## config.mk

```make
export PLATFORM = sky130hd
export DESIGN_NAME = popcount_seq
export DESIGN_NICKNAME = d
export VERILOG_FILES = /design/src/rtl/popcount_pkg.sv /design/src/rtl/popcount_chunk.sv /design/src/rtl/popcount_seq.sv
export SDC_FILE = /design/constraint.sdc
export NUM_CORES = 1
export LEC_CHECK = 0
export CAP_MARGIN = 20
export CORE_MARGIN = 3
export CORE_UTILIZATION = 40
export DETAILED_ROUTE_END_ITERATION = 6
export HOLD_SLACK_MARGIN = 0.03
export PLACE_DENSITY = 0.75
export SYNTH_ARGS = -nofsm -noshare
export SYNTH_HDL_FRONTEND = slang
export SYNTH_HIERARCHICAL = 1
export SYNTH_SLANG_ARGS = --single-unit
```

## constraint.sdc

```tcl
create_clock -name clk -period 10.7 [get_ports clk]
set_input_delay 2.14 -clock clk [delete_from_list [all_inputs] [get_ports clk]]
set_output_delay 2.14 -clock clk [all_outputs]
set_load 0.02 [all_outputs]
```

## src/rtl/popcount_pkg.sv

```systemverilog
// Shared types and constants for the sequential popcount block.
package popcount_pkg;

    // Controller states of popcount_seq.
    typedef enum logic [1:0] {
        IDLE,
        BUSY,
        DONE
    } state_t;

    // Per-transaction counting mode, sampled alongside the data word.
    localparam logic MODE_ONES  = 1'b0;
    localparam logic MODE_ZEROS = 1'b1;

endpackage : popcount_pkg

```

## src/rtl/popcount_chunk.sv

```systemverilog
// Combinational population count of a W-bit slice.
// The result is $clog2(W+1) bits wide, so the all-ones case (W) fits.
module popcount_chunk #(
    parameter int unsigned W = 8
) (
    input  logic [W-1:0]          i_bits,
    output logic [$clog2(W+1)-1:0] o_count
);

    localparam int unsigned CW = $clog2(W + 1);

    logic [CW-1:0] w_sum;

    // Sum every bit of the slice.
    always_comb begin
        w_sum = '0;
        for (int unsigned i = 0; i < W; i++) begin
            w_sum = w_sum + CW'(i_bits[i]);
        end
    end

    assign o_count = w_sum;

endmodule : popcount_chunk

```

## src/rtl/popcount_seq.sv

```systemverilog
// Multi-cycle population counter: counts ones (or zeros) of an N-bit word,
// CHUNK bits per cycle, with valid/ready handshakes on both sides.
// Optional macro POPCNT_EARLY_EXIT_EN: finish as soon as the remaining
// shift register is all-zero (variable latency, identical results).
module popcount_seq
    import popcount_pkg::*;
#(
    parameter int unsigned N     = 32,
    parameter int unsigned CHUNK = 8
) (
    input  logic                    clk,
    input  logic                    rst,
    input  logic                    in_valid,
    output logic                    in_ready,
    input  logic [N-1:0]            in_data,
    input  logic                    in_mode,
    output logic                    out_valid,
    input  logic                    out_ready,
    output logic [$clog2(N+1)-1:0]  out_count,
    output logic                    out_full
);

    localparam int unsigned OW    = $clog2(N + 1);
    localparam int unsigned CW    = $clog2(CHUNK + 1);
    localparam int unsigned BEATS = N / CHUNK;
    localparam int unsigned BW    = (BEATS > 1) ? $clog2(BEATS) : 1;

    state_t          r_state;
    logic [N-1:0]    r_shift;
    logic [OW-1:0]   r_acc;
    logic [BW-1:0]   r_beat;
    logic            r_valid;
    logic [OW-1:0]   r_count;
    logic            r_full;

    logic [CW-1:0]   w_chunk_cnt;
    logic [OW-1:0]   w_sum;
    logic            w_last;

    popcount_chunk #(
        .W (CHUNK)
    ) u_chunk (
        .i_bits  (r_shift[CHUNK-1:0]),
        .o_count (w_chunk_cnt)
    );

    assign w_sum  = r_acc + OW'(w_chunk_cnt);
    assign w_last = (r_beat == BW'(BEATS - 1));

    assign in_ready  = (r_state == IDLE);
    assign out_valid = r_valid;
    assign out_count = r_count;
    assign out_full  = r_full;

    // Controller, datapath accumulation and registered result outputs.
    always_ff @(posedge clk) begin
        if (rst) begin
            r_state <= IDLE;
            r_shift <= '0;
            r_acc   <= '0;
            r_beat  <= '0;
            r_valid <= 1'b0;
            r_count <= '0;
            r_full  <= 1'b0;
        end else begin
            case (r_state)
                IDLE: begin
                    if (in_valid) begin
                        r_shift <= (in_mode == MODE_ZEROS) ? ~in_data : in_data;
                        r_acc   <= '0;
                        r_beat  <= '0;
                        r_state <= BUSY;
                    end
                end
                BUSY: begin
`ifdef POPCNT_EARLY_EXIT_EN
                    if (r_shift == '0) begin
                        r_state <= DONE;
                        r_valid <= 1'b1;
                        r_count <= r_acc;
                        r_full  <= (r_acc == OW'(N));
                    end else
`endif
                    begin
                        r_acc   <= w_sum;
                        r_shift <= r_shift >> CHUNK;
                        r_beat  <= r_beat + 1'b1;
                        if (w_last) begin
                            r_state <= DONE;
                            r_valid <= 1'b1;
                            r_count <= w_sum;
                            r_full  <= (w_sum == OW'(N));
                        end
                    end
                end
                DONE: begin
                    if (out_ready) begin
                        r_state <= IDLE;
                        r_valid <= 1'b0;
                    end
                end
                default: begin
                    r_state <= IDLE;
                    r_valid <= 1'b0;
                end
            endcase
        end
    end

endmodule : popcount_seq

```

==> run metrics <==
clock tree from TritonCTS built; global-route wire length before repair roughly 8.4 mm; fin nets approximately 350; post-route minimum period 4.32 ns; relative max-transition margin between 40 and 50%; met3 WL post-DR about 260 µm; Cell Count Post-Placement ~360; average instance area after synthesis 9.13 µm²; number of design-rule violations left by the first detailed-router iteration about 160; ANT nets after route 0; number of input and output port buffers inserted between 40 and 50; buffer cell driving the clock tree root clkbuf_8; routed len/inst approximately 14 µm; total clock buffers created by CTS 5; leakage power of the design roughly 1.2 nW; number of H-tree branching levels 2; post-synth design cell area approximately 0.0024 mm²; post-route clock period utilization ~40%; insertion delay of the later-clocked pin in the worst-skew pair a little over 0.3 ns; flip-flop and latch count after synthesis 50; uppermost routed layer met4; horizontal die dimension ~84 µm; largest driver fanout on the critical path 3; post-synthesis share of cell area spent on full adders, half adders and majority gates under 10%; setup repair after global routing missed its margin no; Seq. cell area 0.00100 mm²; full die area 0.00702 mm²; total of hold buffers inserted after clock tree synthesis 0; total routing resource utilization after global routing approximately 14%; maximum clock frequency 0.232 GHz; share of Yosys cell area claimed by the top area cell type 41.4%; highest ir drop seen on vdd approximately 0.08 mV; dominant combinational cell family by area after synthesis compound AO/OA/AOI/OAI gates; gate count of the mapped netlist 265; post-detailed-routing wire length a little over 5 mm; net count after synthesis between 300 and 400; relative area change from synthesis to final layout 25.5%; number of global-route vias before repair around 1,900; count of boundary I/O pins 46; data arrival time of the critical path ~4.6 ns; count of filler cells inserted in the layout between 500 and 600; area fraction in compound gates after synthesis 18.3%; transition time of the tightest slew-check pin a little under 0.9 ns; Simple-Gate Fraction of Synth Area approximately 12%; final-report hold violation count 0; library cell with the highest instance count after synthesis dfxtp_1; kind of start point of the critical path flop; non-filler cells, final between 300 and 400; async set or reset register ratio after synthesis 0%; number of antenna violations at the first check in global routing 0; number of remaining DRC errors 0; Row Count 27; Overflow after GRT 0; number of gates resized after cts 0; fraction of the core area covered by cells at the end of the flow roughly 54%; beginning of the worst hold path out_count[3]; class of the most critical setup path reg -> reg; portion of the post-synthesis area used by sequential elements ~41%; dpl hpwl about 3.4 mm; RR Startpoint r_shift[0]; last weighted congestion value of the routability-driven placer ~0.73; clk sinks 50; most area-hungry cell type in the Yosys netlist dfxtp_1; number of antenna repair diodes 0; max-slew violation count 0; critical path data required time 10.95 ns; Post-synth top cells dfxtp_1, nor2_1, xor2_1; height of the die 83.8 µm; vias per cell around 5.3; buffers from clock root to sink, at most 2; number of enable-type register cells in the synthesized netlist 0; yosys warns 6; start point of the critical path r_shift[0]; xor/xnor cell area share of the yosys netlist 13.4%; Final setup viols 0; clock-pin slew on the worst setup and hold paths roughly 0.1 ns; Total Negative Setup Slacks 0 ns; starting density of the core a little over two fifths; share of layout cells above drive strength 1 under 10%; Area contributors post-synth dfxtp_1, xor2_1, a222oi_1; main flop type after synthesis dfxtp_1; type of the most critical hold path reg -> reg; max cap viols 0; core area roughly 0.0057 mm²; maximum number of pins on one net before global-route repair 52; Pwr per Cell Area between 100 and 150 mW/mm²; DR pass1 iterations 5; area of the multi-input gates between 0.001 and 0.0015 mm²; total via count after detailed routing around 2,000; multiplexer share of the synthesized area less than 1%; post-CTS setup buffers 0; Total Power Consumption ~0.43 mW; run status complete, no violations; kind of end point of the critical path flop; routed length on met2 2.34 mm; Layout Skew between 0.009 and 0.01 ns; count of unique library cells instantiated by Yosys 27; final hold slack approximately 0.46 ns; total routed wire length on the met1 layer 2.37 mm
## layout make-up
class,instances,area share (%)
multi-input combinational,176,42.0
sequential,50,32.9
timing repair buffer,49,16.3
tap,72,2.97
clock buffer,5,2.27
inverter,16,1.98
clock inverter,3,1.57
## power by group
part | switching, mW | total [mW] | leakage (nW) | internal [mW]
clock | 0.0670 | 0.138 | 0.0591 | 0.0714
sequential | 0.00673 | 0.204 | 0.408 | 0.197
combinational | 0.0446 | 0.0874 | 0.749 | 0.0429
## kinds of logic (layout without fill, tap and decap cells)
| group | Yosys count | in the layout |
|---|---|---|
| muxes | 1 | 1 |
| xor gates and xnor gates | 37 | 37 |
| DFF | 50 | 50 |
| AOI/OAI and AO/OA | 55 | 55 |
| and+or+nand+nor | 70 | 70 |
| adders and majority gates | 13 | 13 |
| buffers and inverters | 39 | 73 |
## final timing paths
| check | end | cells after the start | slack [ns] |
|---|---|---|---|
| hold reg to reg | out_count[3] | 2 | 0.46 |
| setup / recovery | out_full | 13 | 6.38 |
| hold / removal | out_count[3] | 2 | 0.46 |
| setup reg to reg | out_full | 13 | 6.38 |
## metrics by stage
step	worst slack, ns	cell area (µm²)
2_1_floorplan	6.54	2420
3_3_place_gp	6.48	2890
3_5_place_dp	6.39	2890
4_1_cts	6.38	3010
5_1_grt	6.21	3040
6_report	6.38	3040
## registers in the layout (all words and copies together), names as in the netlist
| signal | count |
|---|---|
| r_shift | 32 |
| out_count | 6 |
| r_acc | 6 |
| r_beat | 2 |
| r_state | 2 |
| out_full | 1 |
| out_valid | 1 |
## metal layers
layer | track usage [%] | up-vias
li1 | - | 989
met1 | 18.2 | 906
met2 | 24.0 | 54
met3 | 2.86 | 8
met4 | 4.39 | 0
met5 | 0 | -
## placed cells by master (no fill, tap or decap)
master | synthesis | final
buf_16 | 0 | 1
or4_1 | 1 | 1
or4b_1 | 1 | 1
clkdlybuf4s50_1 | 0 | 44
o21ai_1 | 1 | 1
and2_1 | 1 | 1
o2bb2ai_1 | 1 | 1
ha_1 | 8 | 8
nand2_1 | 13 | 13
inv_1 | 16 | 16
clkbuf_8 | 0 | 5
o21bai_2 | 0 | 1
nor2b_2 | 0 | 1
nand3_1 | 1 | 1
nor2_1 | 47 | 47
nand3b_1 | 1 | 1
nor3_1 | 1 | 1
a22oi_1 | 15 | 15
xor2_1 | 34 | 34
and2_0 | 1 | 1
a222oi_1 | 24 | 24
and3_2 | 1 | 1
nor2b_1 | 2 | 1
a21o_1 | 1 | 1
fa_1 | 5 | 5
inv_6 | 0 | 2
buf_4 | 0 | 3
bufinv_16 | 0 | 1
mux2i_1 | 1 | 1
dfxtp_1 | 50 | 50
buf_2 | 3 | 1
xnor2_1 | 3 | 3
a21oi_1 | 12 | 12
## worst max-delay path, cell delays in order, from the launching register on
cell,delay (ns)
dfxtp_1,0.34
inv_1,0.06
fa_1,0.55
fa_1,0.43
fa_1,0.50
inv_1,0.04
ha_1,0.18
inv_1,0.07
fa_1,0.40
inv_1,0.10
fa_1,0.46
or4_1,0.51
or4b_1,0.51
o21ai_1,0.12
No activity file was read; power rests on OpenSTA's default activity.
